**config.mk**
```make
export PLATFORM = sky130hd
export DESIGN_NAME = xmpl_dsp_dec
export DESIGN_NICKNAME = d
export VERILOG_FILES = /design/src/rtl/xmpl_dsp_pkg.sv /design/src/rtl/xmpl_dsp_dec_round.sv /design/src/rtl/xmpl_dsp_dec.sv
export SDC_FILE = /design/constraint.sdc
export NUM_CORES = 1
export LEC_CHECK = 0
export BUFFER_PORTS_ARGS = -buffer_cell sky130_fd_sc_hd__buf_2
export CELL_PAD_IN_SITES_DETAIL_PLACEMENT = 1
export CELL_PAD_IN_SITES_GLOBAL_PLACEMENT = 1
export CORE_AREA = 2 2 81 121
export CTS_CLUSTER_SIZE = 8
export DETAILED_ROUTE_END_ITERATION = 10
export DIE_AREA = 0 0 83 123
export PLACE_DENSITY = 0.81
export SLEW_MARGIN = 30
export SYNTH_ARGS = -nofsm -noshare
export SYNTH_HDL_FRONTEND = slang
export SYNTH_HIERARCHICAL = 1
export SYNTH_SLANG_ARGS = --single-unit
```
**constraint.sdc**
```tcl
create_clock -name clk_i -period 4.4 [get_ports clk_i]
set_clock_uncertainty 0.05 [all_clocks]
set_input_delay 0.44 -clock clk_i [delete_from_list [all_inputs] [get_ports clk_i]]
set_output_delay 0.44 -clock clk_i [all_outputs]
set_load 0.05 [all_outputs]
```
**src/rtl/xmpl_dsp_pkg.sv**
```systemverilog
`default_nettype none
// ============================================================================
//  Module   : xmpl_dsp_pkg
//  Purpose  : Shared constants, state encoding and helpers for the decimator
//  Revision : 1.0 - initial release
// ============================================================================
package xmpl_dsp_pkg;

  localparam int SMP_W        = 12;
  localparam int DEC_LOG2_MAX = 4;
  localparam int ACC_W        = SMP_W + DEC_LOG2_MAX;
  localparam int ABORT_CNT_W  = 8;
  localparam int LOG2_W       = 3;

  typedef enum logic [0:0] {
    IDLE = 1'b0,
    ACC  = 1'b1
  } dec_state_e;

  // Limit a requested log2 ratio to the largest window the accumulator holds.
  function automatic logic [LOG2_W-1:0] clamp_log2(input logic [LOG2_W-1:0] l,
                                                   input int               max_l);
    logic [LOG2_W-1:0] c_max;
    c_max = LOG2_W'(max_l);
    if (l > c_max) begin
      return c_max;
    end
    return l;
  endfunction

endpackage
`default_nettype wire

```
**src/rtl/xmpl_dsp_dec_round.sv**
```systemverilog
`default_nettype none
// ============================================================================
//  Module   : xmpl_dsp_dec_round
//  Purpose  : Combinational round-half-up and right shift of an accumulator
//             sum down to sample width. Shared by decimating stages.
//  Revision : 1.0 - initial release
// ============================================================================
module xmpl_dsp_dec_round #(
  parameter int ACC_W  = 16,
  parameter int SMP_W  = 12,
  parameter int LOG2_W = 3
) (
  input  logic [ACC_W-1:0]  i_acc,
  input  logic [LOG2_W-1:0] i_log2,
  output logic [SMP_W-1:0]  o_avg
);

  import xmpl_dsp_pkg::*;

  logic [ACC_W-1:0] w_rnd;
  logic [ACC_W-1:0] w_sum;

  // Add half an LSB of the result (nothing for a shift of zero), then shift.
  // The caller guarantees the sum cannot overflow ACC_W.
  always_comb begin
    w_rnd = '0;
    if (i_log2 != '0) begin
      w_rnd = ACC_W'(1) << (i_log2 - LOG2_W'(1));
    end
    w_sum = i_acc + w_rnd;
    o_avg = SMP_W'(w_sum >> i_log2);
  end

endmodule
`default_nettype wire

```
**src/rtl/xmpl_dsp_dec.sv**
```systemverilog
`default_nettype none
// ============================================================================
//  Module   : xmpl_dsp_dec
//  Purpose  : Boxcar decimator. Averages windows of 2^L unsigned samples and
//             emits one rounded average per window as strobe + held data.
//  Revision : 1.0 - initial release
// ============================================================================
module xmpl_dsp_dec #(
  parameter int SMP_W        = 12,
  parameter int DEC_LOG2_MAX = 4,
  parameter int ABORT_CNT_W  = 8
) (
  input  logic                   clk_i,
  input  logic                   reset_n_i,
  input  logic                   dec_en_i,
  input  logic [2:0]             dec_log2_i,
  input  logic                   smp_valid_i,
  output logic                   smp_ready_o,
  input  logic [SMP_W-1:0]       smp_data_i,
  output logic                   xmpl_dsp_msf_a_o,
  output logic [SMP_W-1:0]       xmpl_dsp_msf_b_o,
  output logic                   dec_busy_o,
  output logic [ABORT_CNT_W-1:0] dec_abort_cnt_o
);

  import xmpl_dsp_pkg::*;

  localparam int ACC_W = SMP_W + DEC_LOG2_MAX;
  localparam int CNT_W = DEC_LOG2_MAX;

  dec_state_e             r_state;
  dec_state_e             w_state_nxt;
  logic [ACC_W-1:0]       r_acc;
  logic [ACC_W-1:0]       w_acc_nxt;
  logic [ACC_W-1:0]       w_acc_sum;
  logic [CNT_W-1:0]       r_cnt;
  logic [CNT_W-1:0]       w_cnt_nxt;
  logic [CNT_W-1:0]       w_cnt_last;
  logic [2:0]             r_l_lat;
  logic [2:0]             w_l_nxt;
  logic                   r_strobe;
  logic                   w_strobe_nxt;
  logic [SMP_W-1:0]       r_avg;
  logic [SMP_W-1:0]       w_avg_nxt;
  logic [SMP_W-1:0]       w_avg;
  logic                   r_busy;
  logic [ABORT_CNT_W-1:0] r_abort;
  logic [ABORT_CNT_W-1:0] w_abort_nxt;
  logic                   w_accept;

  // Ready is purely a function of state and enable: nothing downstream stalls.
  assign smp_ready_o = (r_state == ACC) && dec_en_i;
  assign w_accept    = smp_ready_o && smp_valid_i;

  // Running sum including the sample on the bus; this is the window total
  // when the current accept closes the window.
  assign w_acc_sum  = r_acc + ACC_W'(smp_data_i);
  assign w_cnt_last = CNT_W'((32'd1 << r_l_lat) - 32'd1);

  xmpl_dsp_dec_round #(
    .ACC_W  (ACC_W),
    .SMP_W  (SMP_W),
    .LOG2_W (3)
  ) u_round (
    .i_acc  (w_acc_sum),
    .i_log2 (r_l_lat),
    .o_avg  (w_avg)
  );

  // Next-state and datapath updates: window start, accumulate, window close,
  // and abort of a partially filled window on disable.
  always_comb begin
    w_state_nxt  = r_state;
    w_acc_nxt    = r_acc;
    w_cnt_nxt    = r_cnt;
    w_l_nxt      = r_l_lat;
    w_strobe_nxt = 1'b0;
    w_avg_nxt    = r_avg;
    w_abort_nxt  = r_abort;
    case (r_state)
      IDLE: begin
        if (dec_en_i) begin
          w_state_nxt = ACC;
          w_acc_nxt   = '0;
          w_cnt_nxt   = '0;
          w_l_nxt     = clamp_log2(dec_log2_i, DEC_LOG2_MAX);
        end
      end
      ACC: begin
        if (!dec_en_i) begin
          w_state_nxt = IDLE;
          w_acc_nxt   = '0;
          w_cnt_nxt   = '0;
          if ((r_cnt != '0) && (r_abort != '1)) begin
            w_abort_nxt = r_abort + ABORT_CNT_W'(1);
          end
        end else if (w_accept) begin
          if (r_cnt == w_cnt_last) begin
            // Close the window and start the next one with no bubble.
            w_strobe_nxt = 1'b1;
            w_avg_nxt    = w_avg;
            w_acc_nxt    = '0;
            w_cnt_nxt    = '0;
            w_l_nxt      = clamp_log2(dec_log2_i, DEC_LOG2_MAX);
          end else begin
            w_acc_nxt = w_acc_sum;
            w_cnt_nxt = r_cnt + CNT_W'(1);
          end
        end
      end
      default: begin
        w_state_nxt = IDLE;
      end
    endcase
  end

  // State and datapath registers; async reset drops any pending strobe.
  always_ff @(posedge clk_i or negedge reset_n_i) begin
    if (!reset_n_i) begin
      r_state  <= IDLE;
      r_acc    <= '0;
      r_cnt    <= '0;
      r_l_lat  <= '0;
      r_strobe <= 1'b0;
      r_avg    <= '0;
      r_busy   <= 1'b0;
      r_abort  <= '0;
    end else begin
      r_state  <= w_state_nxt;
      r_acc    <= w_acc_nxt;
      r_cnt    <= w_cnt_nxt;
      r_l_lat  <= w_l_nxt;
      r_strobe <= w_strobe_nxt;
      r_avg    <= w_avg_nxt;
      r_busy   <= (w_cnt_nxt != '0);
      r_abort  <= w_abort_nxt;
    end
  end

  assign xmpl_dsp_msf_a_o = r_strobe;
  assign xmpl_dsp_msf_b_o = r_avg;
  assign dec_busy_o       = r_busy;
  assign dec_abort_cnt_o  = r_abort;

endmodule
`default_nettype wire

```
; After elaboration in Yosys (flattened, before gate mapping)
; Cells that the tools add are included.
[totals]
reg_bits = 46
in_bits = 19
out_inout_bits = 23
word_cells = 68
[classes]
n_addsub = 6
order_cmp = 1
n_eq_ne = 7
n_shift = 3
n_mux = 31
bitwise = 2
n_reduce_logical = 10
[ops]
columns = op, count
row1 = $mux W16, 5
row2 = $pmux W16 S2, 1
row3 = $mux W3, 7
row4 = $add A16 B12 Y16, 1
row5 = $add A16 B16 Y16, 1
row6 = $mux W4, 4
row7 = $shl A1 B3 Y16 const A, 1
row8 = $shr A16 B3 Y12, 1
row9 = $mux W1, 12
row10 = $add A8 B1 Y8 const B, 1
row11 = $ne A8 B8 Y1 const B, 1
row12 = $pmux W4 S2, 1
row13 = $reduce_and A4 Y1, 2
row14 = $reduce_bool A4 Y1, 2
row15 = $pmux W3 S2, 1
row16 = $add A4 B1 Y4 const B, 1
row17 = $eq A4 B4 Y1, 1
row18 = $ne A2 B1 Y1 const B, 2
row19 = $ne A2 B2 Y1 const B, 2
row20 = $shl A1 B3 Y4 const A, 1
row21 = $sub A4 B1 Y4 const B, 1
row22 = $gt A3 B3 Y1 const B, 1
row23 = $logic_and A1 B1 Y1, 3
row24 = $ne A3 B2 Y1 const B, 1
row25 = other kinds (5), 6

; Logic depth before layout (Yosys ltp)
; Gate-level depths: netlist of run 1.
[depth]
word_depth = 12
ltp_mapped = 16
mapped_depth_nobuf = 15

; By module
; The synthesis of run 1 kept the hierarchy.
[by_module_without_submodules]
columns = mod, instances, cells_each, area_per_inst_um2, seq_area_each_um2
row1 = xmpl_dsp_dec, 1, 271, 2816.5, 1151.1
row2 = xmpl_dsp_dec_round, 1, 182, 1211.2, 0.0

; Worst setup path before layout of run 1
; OpenSTA, ideal clock, no wires.
[synth_path]
path_type = input-to-reg
startpoint = in smp_data_i[0]
endpoint = reg r_avg[1], in the netlist xmpl_dsp_msf_b_o[1]
setup_time_ns = 0.067
t_arrival_ns = 3.816
required_ns = 4.283
setup_slack_ns = 0.468
cell_stages = 15
n_path_buf = 0
path_cell_list = ha_1 -> fa_1 -> a21oi_1 -> inv_1 -> a21oi_1 -> xnor2_1 -> ha_1 -> a21o_1 -> a2111oi_2 -> o2bb2ai_2 -> xnor2_2 -> inv_1 -> mux4_2 -> a222oi_1 -> mux2_2
[synth_via]
elab_chain_len = 3
[synth_rtl]
columns = element, line_no
row1 = "start, declared", xmpl_dsp_dec.sv:19  ; input logic [SMP_W-1:0] smp_data_i,
row2 = $add A16 B12 Y16, xmpl_dsp_dec.sv:57  ; assign w_acc_sum = r_acc + ACC_W'(smp_data_i);
row3 = via w_acc_sum[4], xmpl_dsp_dec.sv:35  ; logic [ACC_W-1:0] w_acc_sum;
row4 = $add A16 B16 Y16, xmpl_dsp_dec_round.sv:30  ; w_sum = i_acc + w_rnd;
row5 = $shr A16 B3 Y12, xmpl_dsp_dec_round.sv:31  ; o_avg = SMP_W'(w_sum >> i_log2);
row6 = via w_avg[1], xmpl_dsp_dec.sv:45  ; logic [SMP_W-1:0] w_avg;
row7 = "end signal, assigned", xmpl_dsp_dec.sv:134  ; r_avg <= w_avg_nxt;
row8 = "end, declared", xmpl_dsp_dec.sv:43  ; logic [SMP_W-1:0] r_avg;
; The timed path passes the listed nets, and every way through them passes these cells.
; A chain may end at the register's enable or synchronous reset.

; Worst setup path after layout of run 1
[layout_path]
startpoint = reg r_acc[0]
endpoint = reg r_avg[7], in the netlist xmpl_dsp_msf_b_o[7]
[layout_via]
elab_chain_len = 3
[layout_rtl]
columns = element, line_no
row1 = "start, declared", xmpl_dsp_dec.sv:33  ; logic [ACC_W-1:0] r_acc;
row2 = "start signal, assigned", xmpl_dsp_dec.sv:130  ; r_acc <= w_acc_nxt;
row3 = $add A16 B12 Y16, xmpl_dsp_dec.sv:57
row4 = via w_acc_sum[6], xmpl_dsp_dec.sv:35
row5 = $add A16 B16 Y16, xmpl_dsp_dec_round.sv:30
row6 = $shr A16 B3 Y12, xmpl_dsp_dec_round.sv:31
row7 = via w_avg[7], xmpl_dsp_dec.sv:45
; The timed path passes the listed nets, and every way through them passes these cells.

==> results of run 1 <==
==> through the flow <==
stage / TNS, ns / instances / setup WS (ns) / hold slack, ns / cell area, um^2
after floorplan: 0 / 453 / 0.468 / 0.0944 / 4030
after global placement: 0 / 596 / 0.255 / 0.431 / 4350
after detailed placement: 0 / 596 / 0.151 / 0.443 / 4360
after CTS: 0 / 604 / 0.286 / 0.140 / 4530
after global routing: -0.00707 / 604 / -0.00707 / 0.155 / 4550
final: 0 / 604 / 0.285 / 0.103 / 4550
==> cell families after synthesis <==
| logic type | count (synthesis) |
|---|---|
| other | 1 |
| buffers and inverters | 47 |
| AO/OA/AOI/OAI | 132 |
| flip-flops | 46 |
| adder cells (fa/ha/maj) | 26 |
| multiplexers | 30 |
| XOR/XNOR | 40 |
| AND/OR/NAND/NOR | 131 |
==> routing by layer <==
| metal | vias up | part of all wire | track usage | wire [um] |
|---|---|---|---|---|
| met5 | - | 0 | 0 | 0 |
| met4 | 0 | 0.031 | 0.0994 | 344 |
| met3 | 23 | 0.024 | 0.0247 | 272 |
| met2 | 65 | 0.56 | 0.442 | 6270 |
| met1 | 1834 | 0.39 | 0.240 | 4320 |
| li1 | 1733 | - | - | - |
==> where the power goes <==
group          internal, mW  switching, mW
Combinational         0.407          0.745
Sequential            0.503         0.0677
Clock                 0.272          0.175
Total                  1.18          0.987
==> area by class of cell <==
| class | count | share of cell area |
|---|---|---|
| sequential | 46 | 0.253 |
| clock buffer | 5 | 0.0275 |
| inverter | 25 | 0.0206 |
| tap | 112 | 0.0308 |
| timing repair buffer | 53 | 0.0654 |
| clock inverter | 3 | 0.0107 |
| multi-input combinational | 360 | 0.592 |
==> how the worst max path moves through the flow <==
stage                             start                   to  slack (ns)
after floorplan           smp_data_i[0]  xmpl_dsp_msf_b_o[1]        0.47
after global placement    smp_data_i[0]  xmpl_dsp_msf_b_o[1]        0.26
after detailed placement  smp_data_i[0]  xmpl_dsp_msf_b_o[1]        0.15
after CTS                      r_acc[0]  xmpl_dsp_msf_b_o[1]        0.29
after global routing           r_acc[0]  xmpl_dsp_msf_b_o[8]      -0.007
final                          r_acc[0]  xmpl_dsp_msf_b_o[7]        0.28
==> state kept, by name, indices dropped and copies added (netlist names) <==
register          cells
dec_abort_cnt_o       8
dec_busy_o            1
r_acc                16
r_cnt                 4
r_l_lat               3
r_state               1
xmpl_dsp_msf_a_o      1
xmpl_dsp_msf_b_o     12
==> cell usage in the layout (no fill, tap or decap), types with 10 or more instances in the layout <==
cell	Yosys	final
dfrtp_1	46	46
nor2_1	40	40
buf_2	2	40
nand2_1	35	35
a21oi_1	30	30
inv_1	25	25
ha_1	24	24
xnor2_1	24	23
o21ai_0	20	20
mux2_2	19	19
nand3_1	13	13
xor2_1	13	13
buf_4	0	13
a22o_1	11	11
mux2i_1	10	10
==> critical path, delay by kind of cell (launching register included) <==
kind / cells / cell delay [ns]
buf+inv: 1 / 0.16
mux: 2 / 0.46
fa+ha+maj: 3 / 1.10
compound gates: 7 / 1.37
xor+xnor: 2 / 0.50
flops: 1 / 0.39
==> reports/metrics.csv, run 1 <==
metric;value;unit
die height;123;um
worst setup path category;reg -> reg;
Residual DRC;0;
GR Util All Layers;0.225;
r2r worst-path depth;15;
Pleak;2.12;nW
Clock transition at path regs;0.07;ns
main combinational cell family by area after synthesis;compound AO/OA/AOI/OAI gates;
R2R setup slack;0.28;ns
Worst VDD drop;0.000281;V
hold crit path type;in -> async;
antenna violations before repair;0;
vias in the first global route;3895;
Syn. warnings;6;
flops & latches, synth;46;
Final Hold Fails;0;
top post-synthesis cells by area;dfrtp_1, ha_1, mux2_2;
Die Span X;83;um
# hold bufs at CTS;0;
Post-Synth Simple-Gate Area;0.159;
IO buf count;41;
CP Cell Sequence;ha_1 -> fa_1 -> a21oi_1 -> buf_4 -> o211a_1 -> xnor2_1 -> ha_1 -> a21oi_1 -> o21ai_1 -> a22oi_1 -> xor2_1 -> mux2i_1 -> o311ai_0 -> a211oi_1 -> mux2_2;
Resize count post-CTS;0;
sequential share of the synthesized area;0.286;
Initial DRC Count;134;
Synth Area in Adders;0.0845;
count leader, synth;dfrtp_1;
RR Endpoint;xmpl_dsp_msf_b_o[7];
H-tree levels;2;
CP Max Fanout;10;
area share of the largest cell type after synthesis;0.286;
Yosys cell types;74;
syn_area_per_cell;8.89;um^2
Layout area overhead;13.0;%
global-route wire length before repair;18700;um
Worst-Skew Late Latency;0.29;ns
Top-Level Pins;42;
CP startpoint kind;register;
Peak Freq;243;MHz
Num CTS Buffers;5;
crit path DAT;4.25;ns
Layout Utilization;0.495;
Post-DP HPWL;8650;um
register area;0.00115;mm^2
fin nets;536;
CORE AREA;0.00920;mm^2
status;completed;
Root Driver;clkbuf_16;
CP max-delay cell;ha_1;
Post-synth top flop;dfrtp_1;
CTS tree;built;
global route overflow;0;
Final Cycle Share;0.935;
antenna cell count;0;
Worst R2R Start;r_acc[0];
Filler cells;1096;
Die Area;0.0102;mm^2
largest net degree at the start of global routing;47;
multi-input logic area;0.00269;mm^2
Syn Nets;498;
Synth Area in XOR/XNOR;0.0954;
Post-Syn Area;0.00403;mm^2
Post-DRT Antenna Nets;0;
Final Setup Violations;0;
Worst EP required;4.53;ns
DR vias;3655;
CP Capture Type;register;
max-slew violations;0;
Initial Utilization;0.438;
Routed WL;11200;um
max_slew headroom;0.546;
area leader, netlist;dfrtp_1;
Tmin final;4.12;ns
number of flops mapped to enable cells by yosys;0;
mux contribution to synthesized area;0.0836;
CP peak stage delay;0.47;ns
layout cells sized above 1;0.201;
clock sinks;46;
most frequent cells after synthesis;dfrtp_1, nor2_1, nand2_1;
via/cell ratio;6.05;
Synth Instances;453;
GPL Wtd Cong;0.903;
compound-cell area share of the yosys netlist;0.240;
Worst Tran Pin Value;0.676;ns
Rows;43;
DR WL/cell;18.5;um
clk buf depth;2;
Max-cap violations;0;
drt first pass iters;4;
Tot Pwr;2.17;mW
post-CTS setup buffer count;0;
Power Dens Cells;476;mW/mm^2
ys async rst share;1.00;
No activity file was read; power rests on OpenSTA's default activity.
==> run 2, diff against run 1 <==
REMOVE_ABC_BUFFERS = 1   (was default)
==> reports/metrics.csv, run 2 (synthesis gave the netlist of run 1 again) <==
metric;value;unit;change
Int Power;1.15;mW;-2.7%
gr busiest metal;met2;;
Post-DP HPWL;8990;um;+4.0%
Final Cycle Share;0.955;;+0.0195
Final Setup Violations;0;;unchanged
Routed WL;11500;um;+2.9%
Clock transition at path regs;0.07;ns;about the same
Rows;43;;unchanged
Worst EP required;4.53;ns;about the same
global route overflow;0;;unchanged
commonest non-fill, non-tap cell in the layout;dfrtp_1;;
Die Area;0.0102;mm^2;unchanged
hold crit path type;in -> async;;
fin nets;540;;+0.75%
Seq pwr share;0.266;;+0.003
final worst slack;0.199;ns;-0.0858 ns
DR vias;3669;;+0.38%
clock power share;0.189;;-0.017
Max-cap violations;0;;unchanged
met2 Usage GRT;0.439;;-0.00353
Post-DRT Antenna Nets;0;;unchanged
GR Util All Layers;0.228;;+0.00298
max-slew violations;0;;unchanged
commonest cells after routing, fill and taps aside;dfrtp_1, nor2_1, buf_2, nand2_1, a21oi_1;;
Worst VDD drop;0.000268;V;-4.6%
vias in the first global route;3876;;-0.49%
M1 GR Usage;0.247;;+0.00671
antenna cell count;0;;unchanged
drt first pass iters;4;;unchanged
Top reg by flops;r_acc;;
Tmin final;4.20;ns;+0.0858 ns
crit path DAT;4.34;ns;+0.09 ns
status;completed;;
worst setup path category;reg -> reg;;
H-tree levels;2;;unchanged
Pleak;2.13;nW;+0.29%
IO buf count;41;;unchanged
clk buf depth;2;;unchanged
Num CTS Buffers;5;;unchanged
Net Sw Power;0.986;mW;-0.14%
Min Hold Slack;0.111;ns;+0.00872 ns
CTS tree;built;;
Worst Tran Pin Value;0.920;ns;+0.244 ns
Power Dens Cells;468;mW/mm^2;-1.8%
Initial Utilization;0.438;;unchanged
Peak Freq;238;MHz;-2.0%
Worst-Skew Late Latency;0.30;ns;about the same
CP startpoint kind;register;;
CORE AREA;0.00920;mm^2;unchanged
global-route wire length before repair;18700;um;+0.37%
die height;123;um;unchanged
Residual DRC;0;;unchanged
layout cells sized above 1;0.210;;+0.00846
Comb pwr share;0.545;;+0.014
max FFs per register;16;;unchanged
dpl ws;0.0626;ns;-0.0885 ns
GR Util met3;0.0247;;unchanged
DR WL/cell;19.0;um;+2.2%
GPL Wtd Cong;0.913;;+1.0%
largest net degree at the start of global routing;47;;unchanged
CP Max Fanout;8;;-2
max_slew headroom;0.386;;-0.160
CP Capture Type;register;;
Root Driver;clkbuf_16;;
Initial DRC Count;158;;+18%
via/cell ratio;6.03;;-0.28%
# hold bufs at CTS;0;;unchanged
Final Hold Fails;0;;unchanged
Die Span X;83;um;unchanged
antenna violations before repair;0;;unchanged
clock sinks;46;;unchanged
Sw Share;0.462;;+0.00649
Top-Level Pins;42;;unchanged
Layout area overhead;13.2;%;
## run 2: power by group through the flow
stage | Sequential, mW | Clock [mW] | Combinational (mW)
3_3_place_gp | 0.571 | 0 | 1.11
3_5_place_dp | 0.576 | 0 | 1.15
4_1_cts | 0.569 | 0.414 | 1.15
6_report | 0.568 | 0.403 | 1.16
2_1_floorplan | 0.794 | 0 | 0.613
5_1_grt | 0.580 | 0.422 | 1.26
## run 2: metal layers
metal | part of all wire | vias to the layer above | wire length (um)
li1 | - | 1747 | -
met1 | 0.39 | 1831 | 4460
met2 | 0.55 | 68 | 6380
met3 | 0.024 | 23 | 272
met4 | 0.035 | 0 | 408
met5 | 0 | - | 0
## run 2: repair_timing
action | CTS | global route
gates resized for setup | 0 | 3
endpoints found under the hold margin | 0 | 0
endpoints found under the setup margin | 0 | 3
buffers inserted | 0 | 0
## run 2: layout make-up
type / count / area [um^2]
well taps: 112 / 140
inverters: 25 / 93.8
clock buffers: 7 / 143
clock inverters: 1 / 8.76
flip-flops and latches: 46 / 1150
fillers: 1089 / 4640
repair buffers: 57 / 328
multi-input cells: 360 / 2700
## run 2: worst max-delay path: stages, from the launching register on
cell,delay [ns]
dfrtp_1,0.39
ha_1,0.37
a21oi_1,0.20
nand2_1,0.14
o21ba_2,0.27
or3_1,0.37
and2_1,0.23
ha_2,0.38
a21oi_1,0.30
nand2_1,0.14
nand4_1,0.12
xor2_1,0.15
buf_4,0.17
mux2_2,0.20
a2bb2oi_1,0.23
mux2i_1,0.11
mux2_2,0.27
## run 2: final timing paths
| check | endpoint | start | slack [ns] | depth (start not counted) |
|---|---|---|---|---|
| worst max-delay path | xmpl_dsp_msf_b_o[8] | r_acc[4] | 0.20 | 16 |
| worst min-delay path | r_cnt[1] | reset_n_i | 0.11 | 1 |
| worst max register to register | xmpl_dsp_msf_b_o[8] | r_acc[4] | 0.20 | 16 |
| worst min register to register | dec_abort_cnt_o[7] | dec_abort_cnt_o[7] | 0.45 | 1 |
| max in group asynchronous | r_acc[14] | reset_n_i | 3.78 | 1 |
| min in group clk_i | r_state | dec_en_i | 0.31 | 1 |
## run 2: through the flow
stage / total power [mW] / cell area, um^2 / util / cells / TNS (ns)
after floorplan: 1.41 / 3920 / - / 431 / 0
after global placement: 1.68 / 4390 / 0.477 / 600 / 0
after detailed placement: 1.72 / 4390 / 0.477 / 600 / 0
after CTS: 2.14 / 4540 / 0.494 / 608 / 0
after global routing: 2.26 / 4560 / 0.496 / 608 / -0.116
final: 2.13 / 4560 / 0.496 / 608 / 0
